$ cat src/rtl/fb_port_arbiter.sv
`default_nettype none
// ============================================================================
// Module  : fb_port_arbiter
// Brief   : Shares a single-port frame RAM between a non-stalling byte writer
//           (buffered in a small write FIFO) and a valid/ack panel reader.
//           Optional statistics (dropCount, maxLevel) under FB_ARB_STATS_EN.
// Revision: 1.0
// ============================================================================
module fb_port_arbiter #(
    parameter int ADDR_W   = 15,
    parameter int DATA_W   = 8,
    parameter int WFIFO_AW = 2,
    parameter int HI_WATER = 3
) (
    input  logic                pixClk,
    input  logic                nReset,
    input  logic                frameStart,
    input  logic                wrPix,
    input  logic [ADDR_W-1:0]   wrAddr,
    input  logic [DATA_W-1:0]   wrData,
    input  logic                rdReq,
    input  logic [ADDR_W-1:0]   rdAddr,
    output logic                rdAck,
    output logic                rdValid,
    output logic [DATA_W-1:0]   rdData,
    output logic [ADDR_W-1:0]   ramAddr,
    output logic [DATA_W-1:0]   ramWrData,
    output logic                ramWe,
    output logic                ramRe,
    input  logic [DATA_W-1:0]   ramRdData,
    output logic [WFIFO_AW:0]   fifoLevel,
`ifdef FB_ARB_STATS_EN
    output logic [15:0]         dropCount,
    output logic [WFIFO_AW:0]   maxLevel,
`endif
    output logic                wrOverflow
);

    localparam int                c_DEPTH = 1 << WFIFO_AW;
    localparam logic [WFIFO_AW:0] c_FULL  = c_DEPTH[WFIFO_AW:0];
    localparam logic [WFIFO_AW:0] c_HI    = HI_WATER[WFIFO_AW:0];

    typedef enum logic [1:0] {
        GNT_IDLE  = 2'd0,
        GNT_READ  = 2'd1,
        GNT_WRITE = 2'd2
    } grant_t;

    logic [ADDR_W+DATA_W-1:0] r_mem [c_DEPTH];
    logic [WFIFO_AW-1:0]      r_wrPtr;
    logic [WFIFO_AW-1:0]      r_rdPtr;
    logic [WFIFO_AW:0]        r_level;
    logic                     r_lastWrite;
    logic                     r_ramWe;
    logic                     r_ramRe;
    logic [ADDR_W-1:0]        r_ramAddr;
    logic [DATA_W-1:0]        r_ramWrData;
    logic                     r_rdInFlight;
    logic                     r_rdValid;
    logic [DATA_W-1:0]        r_rdData;
    logic                     r_wrOverflow;

    grant_t                   w_grant;
    logic                     w_wrPend;
    logic                     w_hiWater;
    logic                     w_contended;
    logic                     w_pop;
    logic                     w_push;
    logic                     w_drop;
    logic [WFIFO_AW:0]        w_levelNext;
    logic [ADDR_W+DATA_W-1:0] w_head;

    assign w_wrPend    = (r_level != '0);
    assign w_hiWater   = (r_level >= c_HI);
    assign w_contended = w_wrPend && rdReq;
    assign w_head      = r_mem[r_rdPtr];

    // Below the high-water mark a contended cycle goes to whoever lost last time.
    always_comb begin
        w_grant = GNT_IDLE;
        if (w_wrPend && (w_hiWater || !rdReq)) begin
            w_grant = GNT_WRITE;
        end else if (w_wrPend) begin
            w_grant = r_lastWrite ? GNT_READ : GNT_WRITE;
        end else if (rdReq) begin
            w_grant = GNT_READ;
        end
    end

    assign w_pop  = (w_grant == GNT_WRITE);
    assign w_drop = wrPix && (r_level == c_FULL) && !w_pop;
    assign w_push = wrPix && !w_drop;
    assign rdAck  = rdReq && (w_grant == GNT_READ);

    always_comb begin
        w_levelNext = r_level;
        if (w_push && !w_pop) begin
            w_levelNext = r_level + 1'b1;
        end else if (!w_push && w_pop) begin
            w_levelNext = r_level - 1'b1;
        end
    end

    always_ff @(posedge pixClk) begin
        if (w_push) begin
            r_mem[r_wrPtr] <= {wrAddr, wrData};
        end
    end

    always_ff @(posedge pixClk or negedge nReset) begin
        if (!nReset) begin
            r_wrPtr      <= '0;
            r_rdPtr      <= '0;
            r_level      <= '0;
            r_lastWrite  <= 1'b0;
            r_ramWe      <= 1'b0;
            r_ramRe      <= 1'b0;
            r_ramAddr    <= '0;
            r_ramWrData  <= '0;
            r_rdInFlight <= 1'b0;
            r_rdValid    <= 1'b0;
            r_rdData     <= '0;
            r_wrOverflow <= 1'b0;
        end else begin
            r_level <= w_levelNext;
            if (w_push) begin
                r_wrPtr <= r_wrPtr + 1'b1;
            end
            if (w_pop) begin
                r_rdPtr <= r_rdPtr + 1'b1;
            end
            if (w_contended) begin
                r_lastWrite <= w_pop;
            end

            r_ramWe <= w_pop;
            r_ramRe <= (w_grant == GNT_READ);
            if (w_pop) begin
                r_ramAddr   <= w_head[ADDR_W+DATA_W-1:DATA_W];
                r_ramWrData <= w_head[DATA_W-1:0];
            end else if (w_grant == GNT_READ) begin
                r_ramAddr <= rdAddr;
            end

            // RAM returns data the cycle after ramRe, so capture one cycle later.
            r_rdInFlight <= r_ramRe;
            r_rdValid    <= r_rdInFlight;
            if (r_rdInFlight) begin
                r_rdData <= ramRdData;
            end

            if (w_drop) begin
                r_wrOverflow <= 1'b1;
            end else if (frameStart) begin
                r_wrOverflow <= 1'b0;
            end
        end
    end

`ifdef FB_ARB_STATS_EN
    logic [15:0]       r_dropCount;
    logic [WFIFO_AW:0] r_maxLevel;

    // Events in the frameStart cycle belong to the new frame.
    always_ff @(posedge pixClk or negedge nReset) begin
        if (!nReset) begin
            r_dropCount <= '0;
            r_maxLevel  <= '0;
        end else if (frameStart) begin
            r_dropCount <= w_drop ? 16'd1 : 16'd0;
            r_maxLevel  <= w_levelNext;
        end else begin
            if (w_drop && (r_dropCount != 16'hFFFF)) begin
                r_dropCount <= r_dropCount + 16'd1;
            end
            if (w_levelNext > r_maxLevel) begin
                r_maxLevel <= w_levelNext;
            end
        end
    end

    assign dropCount = r_dropCount;
    assign maxLevel  = r_maxLevel;
`endif

    assign ramWe      = r_ramWe;
    assign ramRe      = r_ramRe;
    assign ramAddr    = r_ramAddr;
    assign ramWrData  = r_ramWrData;
    assign rdValid    = r_rdValid;
    assign rdData     = r_rdData;
    assign fifoLevel  = r_level;
    assign wrOverflow = r_wrOverflow;

endmodule
`default_nettype wire

$ cat config.mk
export PLATFORM = sky130hd
export DESIGN_NAME = fb_port_arbiter
export DESIGN_NICKNAME = d
export VERILOG_FILES = /design/src/rtl/fb_port_arbiter.sv
export SDC_FILE = /design/constraint.sdc
export NUM_CORES = 1
export LEC_CHECK = 0
export CORE_MARGIN = 5
export CORE_UTILIZATION = 50
export CTS_CLUSTER_SIZE = 24
export DETAILED_ROUTE_END_ITERATION = 16
export GPL_ROUTABILITY_DRIVEN = 1
export GPL_TIMING_DRIVEN = 0
export PLACE_DENSITY = 0.76
export SYNTH_ARGS = -nofsm -noshare
export SYNTH_HDL_FRONTEND = slang
export SYNTH_SLANG_ARGS = --single-unit
$ cat constraint.sdc
create_clock -name pixClk -period 4 [get_ports pixClk]
set_input_delay 0.6 -clock pixClk [delete_from_list [all_inputs] [get_ports pixClk]]
set_output_delay 0.6 -clock pixClk [all_outputs]
set_load 0.01 [all_outputs]
==> reports/qor.csv, run 1 <==
stage,metric,value,unit
run_status,status,"complete, no violations",
worst_setup_path,critPathLaunchType,flop,
layout,fin_nets,432,
clocking,cts_buffers,17,
worst_setup_path,cpMaxStageDelayCell,dfrtp_1,
timing,rsz0062_at_grt,no,
drt,drc_errors,0,
worst_setup_path,cp_data_arrival_time,3.90,ns
drt,ant_nets,0,
logic_synthesis,syn_nets,323,
timing,clock.fmax,285,MHz
worst_setup_path,worstPathRequired,4.40,ns
drt,wire_per_inst,19.9,µm
layout,final_common_cell,edfxtp_1,
worst_setup_path,end_kind,flop,
placed_design,port_buffers,89,
clocking,clkSinkCount,136,
clocking,path_clk_slew,0.06,ns
layout,final_util,67.2,%
logic_synthesis,synth_fa_ha_area_share,2.42,%
logic_synthesis,synthCells,264,
timing,drv_slew,0,
logic_synthesis,synth_cell_types,27,
layout,diodes,0,
logic_synthesis,synth-seq-cells,136,
logic_synthesis,synth_top_area_cell,edfxtp_1,
drt,num_vias,2800,
placed_design,dp_hpwl,6760,µm
global_route,overflow,0,
die,fp-row-count,37,
die,io_pins,90,
clocking,cts_root_buf,clkbuf_8,
power_and_ir_drop,ir_drop,322,µV
logic_synthesis,syn_avg_cell_area,20.0,µm²
logic_synthesis,yosysWarnings,0,
power_and_ir_drop,p_leak,2.52,nW
worst_setup_path,cpPeakStageDelay,0.48,ns
die,die_y,113,µm
layout,drive_gt1_share,20.2,%
worst_setup_path,cp_cell_sequence,maj3_1 -> or3b_2 -> ha_1 -> buf_2 -> nor4b_1 -> nor2b_1 -> clkbuf_1 -> ha_1 -> inv_1 -> fa_1 -> mux2_2,
clocking,cts.path.max_buffers,2,
logic_synthesis,yosys-top-cells-area,"edfxtp_1, dfrtp_1, mux4_2",
clocking,clk_latency,0.51,ns
clocking,cts_tree,yes,
layout,area_delta_synth_final,31.5,%
die,core_area,10300,µm²
logic_synthesis,synth_xor_area_share,0.996,%
timing,hold_viol_final,0,
placed_design,gp_congestion,0.750,
global_route,globalRouteTotalUtil,17.6,%
layout,fin_area,6940,µm²
clocking,h-tree-depth,4,
logic_synthesis,synth.area.mux_share,14.0,%
worst_setup_path,cp_max_fo,9,
worst_setup_path,crit_top_cell,ha_1,
timing,fin_skew,0.00749,ns
logic_synthesis,synth_top_family_by_area,multiplexers,
drt,drt_iter0_drc,168,
power_and_ir_drop,p_per_area,815,nW/µm²
hold_path,hp-class,input pin to async pin,
logic_synthesis,synth-compound-area-share,3.18,%
logic_synthesis,synth_top_area_share,52.4,%
die,chipWidth,113,µm
placed_design,dpl_cell_area,6350,µm²
logic_synthesis,netlist_area,5270,µm²
timing,finalCritPeriodShare,87.6,%
timing,setup_violations,0,
global_route,grt_start_max_net_pins,26,
timing,finalCriticalPeriod,3.50,ns
timing,timing.slew.headroom,16.9,%
drt,dr.pass1.iters,4,
global_route,grt_pass1_wl,16700,µm
drt,routed_wl,10400,µm
layout,final_cell_mix,"edfxtp_1, clkdlybuf4s50_1, dfrtp_1",
clocking,cts_resized,0,
clocking,cts_setup_buffers,0,
die,die_area,12700,µm²
die,start_util,51.1,%
power_and_ir_drop,power.total,0.00565,W
global_route,grt_pass1_vias,3068,
timing,worstMarginPinSlew,1.25,ns
logic_synthesis,synth-simple-area-share,3.94,%
global_route,antenna_found_initial,0,
logic_synthesis,synth_seq_area_share,73.3,%
drt,vias_per_cell,5.36,
clocking,cts-hold-fix-buffers,0,
job,maxCapViolCount,0,
worst_setup_path,path_class,flop to flop,
==> where the power goes <==
group	switching [W]	total, W	internal (W)	leakage (nW)
combinational	0.000944	0.00200	0.00106	0.861
sequential	0.000185	0.00214	0.00195	1.38
clock	0.000586	0.00151	0.000926	0.279
total	0.00172	0.00565	0.00394	2.52
==> layer usage <==
layer / vias to the layer above / track usage, % / wire [µm]
met5: - / 0 / 0
met4: 0 / 6.49 / 80
met3: 6 / 5.03 / 622
met2: 100 / 27.3 / 5100
met1: 1416 / 24.0 / 4570
li1: 1278 / - / -
==> cell usage after synthesis, drive strengths merged <==
cell,count
a221o,15
and2,5
mux2,18
fa,1
inv,6
nand2,4
clkbuf,7
o31ai,1
or3b,1
nor2b,1
edfxtp,92
nor2,3
buf,8
mux4,23
ha,7
dfrtp,44
xnor2,3
or2,1
o21ai,2
nor3b,16
maj3,2
xor2,3
nor4b,1
==> flip-flops by register name, indices dropped and copies added, names as in the netlist, 2 cells and up <==
name	cells
fifoLevel	3
r_mem	92
rdData	8
ramWrData	8
r_wrPtr	2
ramAddr	15
r_rdPtr	2
==> final cells by class <==
type | instances | area, µm²
buffer | 15 | 92.6
multi-input combinational | 107 | 1290
clock buffer | 19 | 442
fill | 688 | 3390
timing repair buffer | 90 | 906
inverter | 6 | 22.5
tap | 136 | 170
clock inverter | 13 | 144
sequential | 136 | 3860
==> cells by family (layout without fill, tap and decap cells) <==
| family | count (synthesis) | after routing |
|---|---|---|
| XOR/XNOR | 6 | 6 |
| adder cells (fa/ha/maj) | 10 | 10 |
| flip-flops | 136 | 136 |
| AND/OR/NAND/NOR | 32 | 32 |
| multiplexers | 41 | 41 |
| buffers and inverters | 21 | 143 |
| AO/OA/AOI/OAI | 18 | 18 |
==> path summary, 6_finish.rpt <==
kind	depth (start not counted)	from	endpoint	slack, ns
setup reg to reg	11	fifoLevel[0]	fifoLevel[1]	0.50
hold / removal	1	nReset	rdData[5]	0.03
max in group asynchronous	2	nReset	ramAddr[10]	3.47
min in group pixClk	0	ramRe	r_rdInFlight	0.38
setup / recovery	11	fifoLevel[0]	fifoLevel[1]	0.50
hold reg to reg	0	ramRe	r_rdInFlight	0.38
==> worst max-delay path, delay by kind of cell (launching register included) <==
family,cells,cell delay (ns)
AND/OR/NAND/NOR,3,0.90
multiplexers,1,0.27
flip-flops,1,0.48
adder cells (fa/ha/maj),4,1.28
buffers and inverters,3,0.45
==> through the flow <==
step           std cells  hold slack (ns)  worst slack [ns]  setup TNS (ns)
2_1_floorplan        264            0.304             0.743               0
3_3_place_gp         489            0.363            0.0459               0
3_5_place_dp         490            0.365           -0.0154         -0.0154
4_1_cts              522           0.0223             0.486               0
5_1_grt              522           0.0478             0.218               0
6_report             522           0.0258             0.496               0
Power figures use the tool's default switching activity.
==> run 2: changes to the inputs <==
--- a/config.mk
+++ b/config.mk
@@ -6,12 +6,11 @@
 export NUM_CORES = 1
 export LEC_CHECK = 0
 export CORE_MARGIN = 5
-export CORE_UTILIZATION = 50
+export CORE_UTILIZATION = 28
 export CTS_CLUSTER_SIZE = 24
 export DETAILED_ROUTE_END_ITERATION = 16
 export GPL_ROUTABILITY_DRIVEN = 1
 export GPL_TIMING_DRIVEN = 0
-export PLACE_DENSITY = 0.76
 export SYNTH_ARGS = -nofsm -noshare
 export SYNTH_HDL_FRONTEND = slang
 export SYNTH_SLANG_ARGS = --single-unit
==> reports/qor.csv, run 2 (synthesis results as in run 1) <==
stage,metric,value,unit,change
global_route,grt_pass1_vias,3016,,-1.7%
clocking,cts_root_buf,clkbuf_16,,
clocking,cts_buffers,17,,unchanged
layout,final_common_cell,edfxtp_1,,
worst_setup_path,cp_max_fo,9,,unchanged
clocking,cts_resized,0,,unchanged
layout,fillers,1726,,+150%
run_status,status,"complete, no violations",,
drt,num_vias,2756,,-1.6%
worst_setup_path,worstPathRequired,4.29,ns,-0.11 ns
worst_setup_path,cpMaxStageDelayCell,clkdlybuf4s50_1,,
power_and_ir_drop,p_leak,2.51,nW,-0.43%
worst_setup_path,cpPeakStageDelay,0.54,ns,+0.06 ns
drt,drt_iter0_drc,100,,-40%
layout,drive_gt1_share,19.4,%,-0.78 points
layout,final_util,37.7,%,-29 points
job,maxCapViolCount,0,,unchanged
placed_design,gp_congestion,0.668,,-11%
layout,area_delta_synth_final,33.4,%,
clocking,clkSinkCount,136,,unchanged
clocking,clk_latency,0.41,ns,-0.10 ns
power_and_ir_drop,seqPwrFrac,37.8,%,about the same
worst_setup_path,rr_startpoint,fifoLevel[0],,
clocking,h-tree-depth,4,,unchanged
worst_setup_path,cp_cell_sequence,clkdlybuf4s50_1 -> nand2_1 -> maj3_1 -> or2_2 -> ha_1 -> buf_2 -> nor4b_1 -> nor2b_1 -> clkbuf_1 -> ha_1 -> inv_1 -> fa_1 -> mux2_2,,
clocking,cts_setup_buffers,0,,unchanged
worst_setup_path,r2r_slack,0.45,ns,-0.05 ns
timing,rsz0062_at_grt,no,,
timing,hold_viol_final,0,,unchanged
drt,wire_per_inst,18.2,µm,-8.3%
worst_setup_path,critPathBufInv,4,,+1
timing,drv_slew,0,,unchanged
worst_setup_path,path_class,input pin to flop,,
worst_setup_path,end_kind,flop,,
die,chipWidth,147,µm,+31%
power_and_ir_drop,switching_share,30.6,%,+0.22 points
die,io_pins,90,,unchanged
layout,fin_nets,432,,unchanged
drt,drc_errors,0,,unchanged
layout,largest_reg_flops,92,,unchanged
power_and_ir_drop,p_switching,0.00172,W,+0.21%
clocking,path_clk_slew,0.06,ns,about the same
placed_design,dp_hpwl,7540,µm,+12%
timing,timing.slew.headroom,10.8,%,-6.0 points
drt,ant_nets,0,,unchanged
power_and_ir_drop,p_clk_share,26.1,%,-0.6 points
worst_setup_path,critPathTopFamily,adder cells,,
timing,setup_violations,0,,unchanged
hold_path,hp-class,input pin to async pin,,
power_and_ir_drop,ir_drop,356,µV,+11%
layout,diodes,0,,unchanged
die,die_y,147,µm,+31%
power_and_ir_drop,p_int,0.00391,W,-0.83%
placed_design,dp_slack,-0.0689,ns,-0.0535 ns
global_route,globalRouteTotalUtil,10.9,%,-6.6 points
die,fp-row-count,50,,+35%
global_route,grt_pass1_wl,17600,µm,+5.1%
layout,final_cell_mix,"edfxtp_1, clkdlybuf4s50_1, dfrtp_1",,
drt,routed_wl,11300,µm,+8.9%
timing,finalCriticalPeriod,3.64,ns,+0.132 ns
die,start_util,28.3,%,-23 points
worst_setup_path,cp_data_arrival_time,3.92,ns,+0.02 ns
global_route,overflow,0,,unchanged
layout,regMostFlops,r_mem,,
timing,worstMarginPinSlew,1.34,ns,+0.0907 ns
die,die_area,21700,µm²,+71%
drt,dr.pass1.iters,4,,unchanged
die,core_area,18600,µm²,+81%
timing,whs,0.0934,ns,+0.0676 ns
timing,finalCritPeriodShare,90.9,%,+3.3 points
power_and_ir_drop,p_per_area,800,nW/µm²,-1.9%
drt,vias_per_cell,4.45,,-17%
clocking,cts-hold-fix-buffers,0,,unchanged
global_route,antenna_found_initial,1,,+1
timing,fin_skew,0.00745,ns,-0.0000390 ns
timing,final.setup.worst_slack,0.364,ns,-0.132 ns
worst_setup_path,critPathLaunch,rdReq,,
placed_design,port_buffers,89,,unchanged
global_route,grt_start_max_net_pins,34,,+31%
timing,clock.fmax,275,MHz,-3.6%
clocking,cts_tree,yes,,
clocking,cts.path.max_buffers,2,,unchanged
power_and_ir_drop,pwr-share-comb,36.1,%,+0.7 points
worst_setup_path,critPathLaunchType,input pin,,
worst_setup_path,crit_top_cell,ha_1,,
## run 2: power by group through the flow
stage / clock network [W] / registers, W / logic (W)
2_1_floorplan: 0 / 0.00220 / 0.00117
3_3_place_gp: 0 / 0.00213 / 0.00204
3_5_place_dp: 0 / 0.00216 / 0.00209
4_1_cts: 0.00150 / 0.00214 / 0.00210
5_1_grt: 0.00157 / 0.00217 / 0.00222
6_report: 0.00147 / 0.00213 / 0.00203
## run 2: worst paths after layout
| path | to | cells past startpoint |
|---|---|---|
| max | fifoLevel[1] | 13 |
| min | ramAddr[3] | 1 |
| max reg2reg | fifoLevel[1] | 11 |
| min reg2reg | rdValid | 0 |
| max in group asynchronous | rdData[0] | 2 |
| min in group pixClk | rdValid | 0 |
## run 2: worst reg2reg max path, stage by stage, from the launching register on
cell and delay [ns]:
dfrtp_1 0.48, maj3_1 0.40, or3b_2 0.45, ha_1 0.22, buf_2 0.20, nor4b_1 0.35
nor2b_1 0.09, clkbuf_1 0.20, ha_1 0.28, inv_1 0.07, fa_1 0.41, mux2_2 0.28
## run 2: layout make-up
cell class                 count  area [µm²]  share of cell area, %
sequential                   136        3860                   54.9
multi-input combinational    107        1290                   18.4
timing repair buffer          90         906                   12.9
clock buffer                  23         468                   6.65
tap                          234         293                   4.16
clock inverter                 9        93.8                   1.33
buffer                        15        92.6                   1.32
inverter                       6        22.5                  0.320
## run 2: per-layer routing
layer  track usage [%]  share of wire (%)  vias to the layer above
li1                  -                  -                     1273
met1              14.1                 45                     1393
met2              16.5                 47                       76
met3              4.63                7.2                       12
met4              4.19                1.3                        2
met5                 0               0.16                        -
## run 2: stage by stage
| stage | setup TNS (ns) | std cells | area (µm²) | power (W) |
|---|---|---|---|---|
| after detailed placement | -3.65 | 588 | 6470 | 0.00426 |
| after global placement | -1.74 | 587 | 6460 | 0.00417 |
| after CTS | 0 | 620 | 7030 | 0.00574 |
| final | 0 | 620 | 7030 | 0.00563 |
| after floorplan | 0 | 264 | 5270 | 0.00338 |
| after global routing | 0 | 620 | 7030 | 0.00596 |
==> patch 1: new RTL, flow settings as in run 1 <==
Add a define of `FB_ARB_STATS_EN`.
--- a/src/rtl/fb_port_arbiter.sv
+++ b/src/rtl/fb_port_arbiter.sv
@@ -7,4 +7,6 @@
 // Revision: 1.0
 // ============================================================================
+`define FB_ARB_STATS_EN
+
 module fb_port_arbiter #(
     parameter int ADDR_W   = 15,
Function (old outputs only; new: dropCount and maxLevel): kept (equiv_simple and equiv_induct, registers matched by name and starting in step).
==> patch 1 against run 1 <==
- area after synthesis grew 20%
- first-iteration DRC count rose by 43%
- design area rose by 20%
- power increased by 15%
- via count rose by 35%
- clock skew shrank 0.00072 ns
- non-clock buffer count grew 19
- worst setup slack worse by 0.20 ns
- combinational power increased by 20%
- sequential cell count up 19
- routed wire length grew 25%
==> patch 1: results (changes against run 1) <==
Status
  – Status: finished clean

Drt
  – Met1 wire length: 5310 µm (+16%)
  – Per-cell routed wire length: 18.4 µm (-7.4%)
  – DRT Wirelength: 13,000 µm (+25%)
  – Wire length on met2: 6640 µm (+30%)
  – Met3 routed WL: 872 µm (+40%)
  – Vias: 3,769 (+35%)
  – DRT iter0 DRCs: 240 (+43%)
  – Top Layer Used: met4

Yosys
  – Syn_area_per_cell: 16.0 µm² (-20%)
  – Library cells used by synthesis: 40 (+48%)
  – Synth cell count leaders: edfxtp_1, dfrtp_1, nand2_1
  – Post-synthesis adder-cell area fraction: 0.0276 (+0.00340)
  – Post-synthesis mux area share: 0.144 (+0.00371)
  – Synth async-reset ratio: 0.406 (+0.0829)
  – Synth area leaders: edfxtp_1, dfrtp_1, mux4_2, mux2_2, ha_1
  – Syn Nets: 462 (+43%)
  – Compound-cell area share of the yosys netlist: 0.0369 (+0.00508)
  – Post-synthesis sequential area ratio: 0.684 (-0.0489)
  – XOR/XNOR share of the synthesized area: 0.0179 (+0.00798)

Power
  – Max rail drop VDD: 0.490 mV (+52%)
  – Lkg Pwr: 3.16 nW (+25%)
  – Seq pwr: 2.37 mW (+11%)
  – Comb group: 2.41 mW (+20%)
  – Sw Pwr: 1.97 mW (+15%)

Global routing
  – Vias in the first global route: 4,033 (+31%)
  – Met2 usage: 0.327 (+0.0548)
  – First-pass GRT wire length: 20,900 µm (+25%)
  – GRT Resource Usage Total: 0.187 (+0.0115)
  – M3 GR Usage: 0.0571 (+0.00688)
  – Largest net degree at the start of global routing: 64 (+150%)
  – Initial antenna violation count: 0 (unchanged)
  – Met1 usage in global routing: 0.221 (-0.0188)

Placement
  – Number of port buffers: 106 (+19%)
  – Worst Setup Slack post-DPL: -0.0105 ns (+0.00487 ns)
  – Gpl congestion: 0.848 (+13%)
  – Placed Area: 0.00762 mm² (+20%)
  – Post-placement cell count: 675 (+38%)
  – Detailed-placement wirelength estimate: 8620 µm (+28%)

Worst setup path
  – RR Endpoint: maxLevel[2]
  – Reg2Reg Depth: 14 (+3)
  – Critical R2R Launch: fifoLevel[0]
  – R2R Setup Slk: 0.30 ns (-0.20 ns)
  – Crit Path Max Fanout: 10 (+1)
  – Type of the worst setup path: flop to flop
  – Crit path launch: fifoLevel[0]
  – Arrival time of the worst setup path: 4.00 ns (+0.10 ns)

CTS
  – # resized after CTS: 1 (+1)
  – Clock transition at path regs: 0.06 ns (about the same)
  – H-Tree Depth: 4 (unchanged)
  – Skew-Pair Late Insertion Delay: 0.41 ns (-0.10 ns)
  – Clock root cell: clkbuf_16

Cells and area
  – Share of layout cells above drive strength 1: 0.164 (-0.0376)
  – # nets final: 587 (+36%)
  – # fillers: 929 (+35%)

STA
  – Min Tclk post-route: 3.70 ns (+0.200 ns)
  – Clock Skew: 0.00677 ns (-0.000717 ns)
  – Slew Limit Headroom: 0.444 (+0.275)

Hold path
  – HP Class: primary input to async pin
## patch 1: cell count changes in the layout (fill, tap and decap cells not counted), moves of 14 or more
cell | before | now
dfrtp_1 | 44 | 63
a221o_1 | 15 | 1
mux2i_1 | 0 | 17
nor3b_1 | 16 | 2
clkdlybuf4s50_1 | 88 | 105
o21ai_0 | 2 | 23
nand2_1 | 4 | 26
## patch 1: worst min-delay path by stage
| stage | slack (ns) | cells past startpoint | end |
|---|---|---|---|
| after floorplan | 0.30 | 0 | dropCount[0] |
| after global placement | 0.36 | 0 | rdValid |
| after detailed placement | 0.38 | 0 | rdValid |
| after CTS | 0.32 | 1 | rdData[3] |
| after global routing | 0.36 | 1 | rdData[3] |
| final | 0.29 | 1 | rdData[1] |
## patch 1: area by class of cell
| class | instances | share of cell area |
|---|---|---|
| clock buffer | 25 | 0.0585 |
| buffer | 18 | 0.0112 |
| clock inverter | 7 | 0.0198 |
| tap | 172 | 0.0259 |
| multi-input combinational | 212 | 0.229 |
| inverter | 12 | 0.00543 |
| timing repair buffer | 106 | 0.128 |
| sequential | 155 | 0.523 |
## patch 1: metrics by stage
stage           util  setup TNS (ns)  power, mW
2_1_floorplan      -               0       3.84
6_report       0.663               0       6.52
3_5_place_dp   0.609         -0.0215       4.80
3_3_place_gp   0.609               0       4.72
4_1_cts        0.661               0       6.57
5_1_grt        0.663               0       6.92
## patch 1: worst max-delay path, cell delays in order (launching register included)
cell and delay, ns:
dfrtp_1 0.44, ha_1 0.24, ha_1 0.19, a2111oi_2 0.40
o21a_1 0.18, inv_1 0.05, ha_1 0.21, buf_6 0.14
clkbuf_1 0.27, a221o_1 0.45, ha_1 0.30, o21ai_0 0.08
nand2b_1 0.11, a21oi_4 0.18, mux2_2 0.35
==> patch 2: new RTL, settings of run 1 <==
Made on the original files. Put one more register stage on the output `wrOverflow`, cleared by the reset. The value now appears one clock later. The other outputs are not delayed to match.
--- a/src/rtl/fb_port_arbiter.sv
+++ b/src/rtl/fb_port_arbiter.sv
@@ -191,5 +191,11 @@
     assign rdData     = r_rdData;
     assign fifoLevel  = r_level;
-    assign wrOverflow = r_wrOverflow;
+    always_ff @(posedge pixClk or negedge nReset) begin
+        if (!nReset) begin
+            wrOverflow <= '0;
+        end else begin
+            wrOverflow <= r_wrOverflow;
+        end
+    end
 
 endmodule
Function: same outputs for any inputs over 10 cycles, from zero or initial values and one cycle with nReset low; that may be too few to reach the edited logic, so the function may still have changed.
==> patch 2 against run 1 <==
- routed wire length is 1.0% higher
- clock skew is 0.0032 ns higher
- design area is 0.20% higher
- power hardly changed
- area after synthesis is 0.47% higher
- sequential cell count is 1 higher
- utilization is 0.13 points higher
- worst setup slack better by 0.021 ns
==> patch 2: results (changes against run 1) <==
Status
  – Status: finished clean

Drt
  – DRT Wirelength: 10,500 µm (+1.0%)
  – DRT iter0 DRCs: 144 (-14%)

CTS
  – Skew-Pair Late Insertion Delay: 0.51 ns (about the same)
  – Cts bufs inserted: 17 (unchanged)
  – # resized after CTS: 0 (unchanged)

STA
  – Least-Margin Pin Slew: 1.28 ns (+0.0310 ns)
  – Clock Skew: 0.0107 ns (+0.00317 ns)
  – Hold WS: 0.0300 ns (+0.00420 ns)

Worst setup path
  – R2R Setup Slk: 0.52 ns (+0.02 ns)
  – Crit Path Max Fanout: 9 (unchanged)
  – RR Endpoint: fifoLevel[1]
  – Arrival time of the worst setup path: 3.87 ns (-0.03 ns)

Global routing
  – First-pass GRT wire length: 16,800 µm (+0.16%)
  – GRT Resource Usage Total: 0.174 (-0.00182)
  – Largest net degree at the start of global routing: 30 (+15%)
  – Vias in the first global route: 3,074 (+0.20%)

Yosys
  – Synth area leaders: edfxtp_1, dfrtp_1, mux4_2, mux2_2, a221o_1
  – Synth cell count leaders: edfxtp_1, dfrtp_1, mux2_2, mux4_2, nor3b_1
  – Synth async-reset ratio: 0.328 (+0.00494)
  – Syn Nets: 324 (+0.31%)

Placement
  – Placed Area: 0.00637 mm² (+0.39%)
  – Detailed-placement wirelength estimate: 6780 µm (+0.33%)
  – Worst Setup Slack post-DPL: 0.0248 ns (+0.0402 ns)
  – Gpl congestion: 0.765 (+2.0%)

Power
  – Max rail drop VDD: 0.436 mV (+35%)

Cells and area
  – Share of layout cells above drive strength 1: 0.196 (-0.00569)
  – # nets final: 433 (+0.23%)
-- patch 2: cell count changes after synthesis, sizes merged --
cell,delta
dfrtp,+1
-- patch 2: cell families (layout without fill, tap and decap cells) --
kind of cell | Yosys count | in the layout | share of synthesized area
AO/OA/AOI/OAI | 18 | 18 | 0.0316
XOR/XNOR | 6 | 6 | 0.00992
adder cells (fa/ha/maj) | 10 | 10 | 0.0241
buffers and inverters | 21 | 143 | 0.0217
flip-flops | 137 | 137 | 0.734
multiplexers | 41 | 41 | 0.140
AND/OR/NAND/NOR | 32 | 32 | 0.0392
-- patch 2: area by class of cell --
class                   instances  area (µm²)
plain buffers                  15        92.6
clock buffers                  22         453
clock inverters                10         121
fillers                       667        3370
inverters                       6        22.5
multi-input cells             107        1290
flip-flops and latches        137        3890
well taps                     136         170
repair buffers                 90         906
-- patch 2: through the flow --
stage | std cells | util
after floorplan | 265 | -
after global routing | 523 | 0.673
after CTS | 523 | 0.673
after global placement | 490 | 0.616
after detailed placement | 491 | 0.618
final | 523 | 0.673
-- patch 2: worst max path at each step --
| stage | from | depth (start not counted) | to | slack, ns |
|---|---|---|---|---|
| after floorplan | fifoLevel[0] | 11 | fifoLevel[1] | 0.74 |
| after global placement | rdReq | 13 | fifoLevel[1] | 0.08 |
| after detailed placement | rdReq | 13 | fifoLevel[1] | 0.02 |
| after CTS | fifoLevel[0] | 11 | fifoLevel[1] | 0.52 |
| after global routing | fifoLevel[0] | 11 | fifoLevel[1] | 0.26 |
| final | fifoLevel[0] | 11 | fifoLevel[1] | 0.52 |
-- patch 2: power by group --
part	switching [mW]	total [mW]	internal, mW
registers	0.186	2.15	1.97
logic	0.953	2.01	1.06
clock network	0.564	1.49	0.921
total	1.70	5.65	3.95
-- patch 2: layer usage --
metal	global-route usage	routed length (µm)	vias to the layer above
met5	0	0	-
met4	0.0577	78	0
met3	0.0492	900	4
met2	0.278	5240	124
met1	0.233	4260	1455
li1	-	-	1274
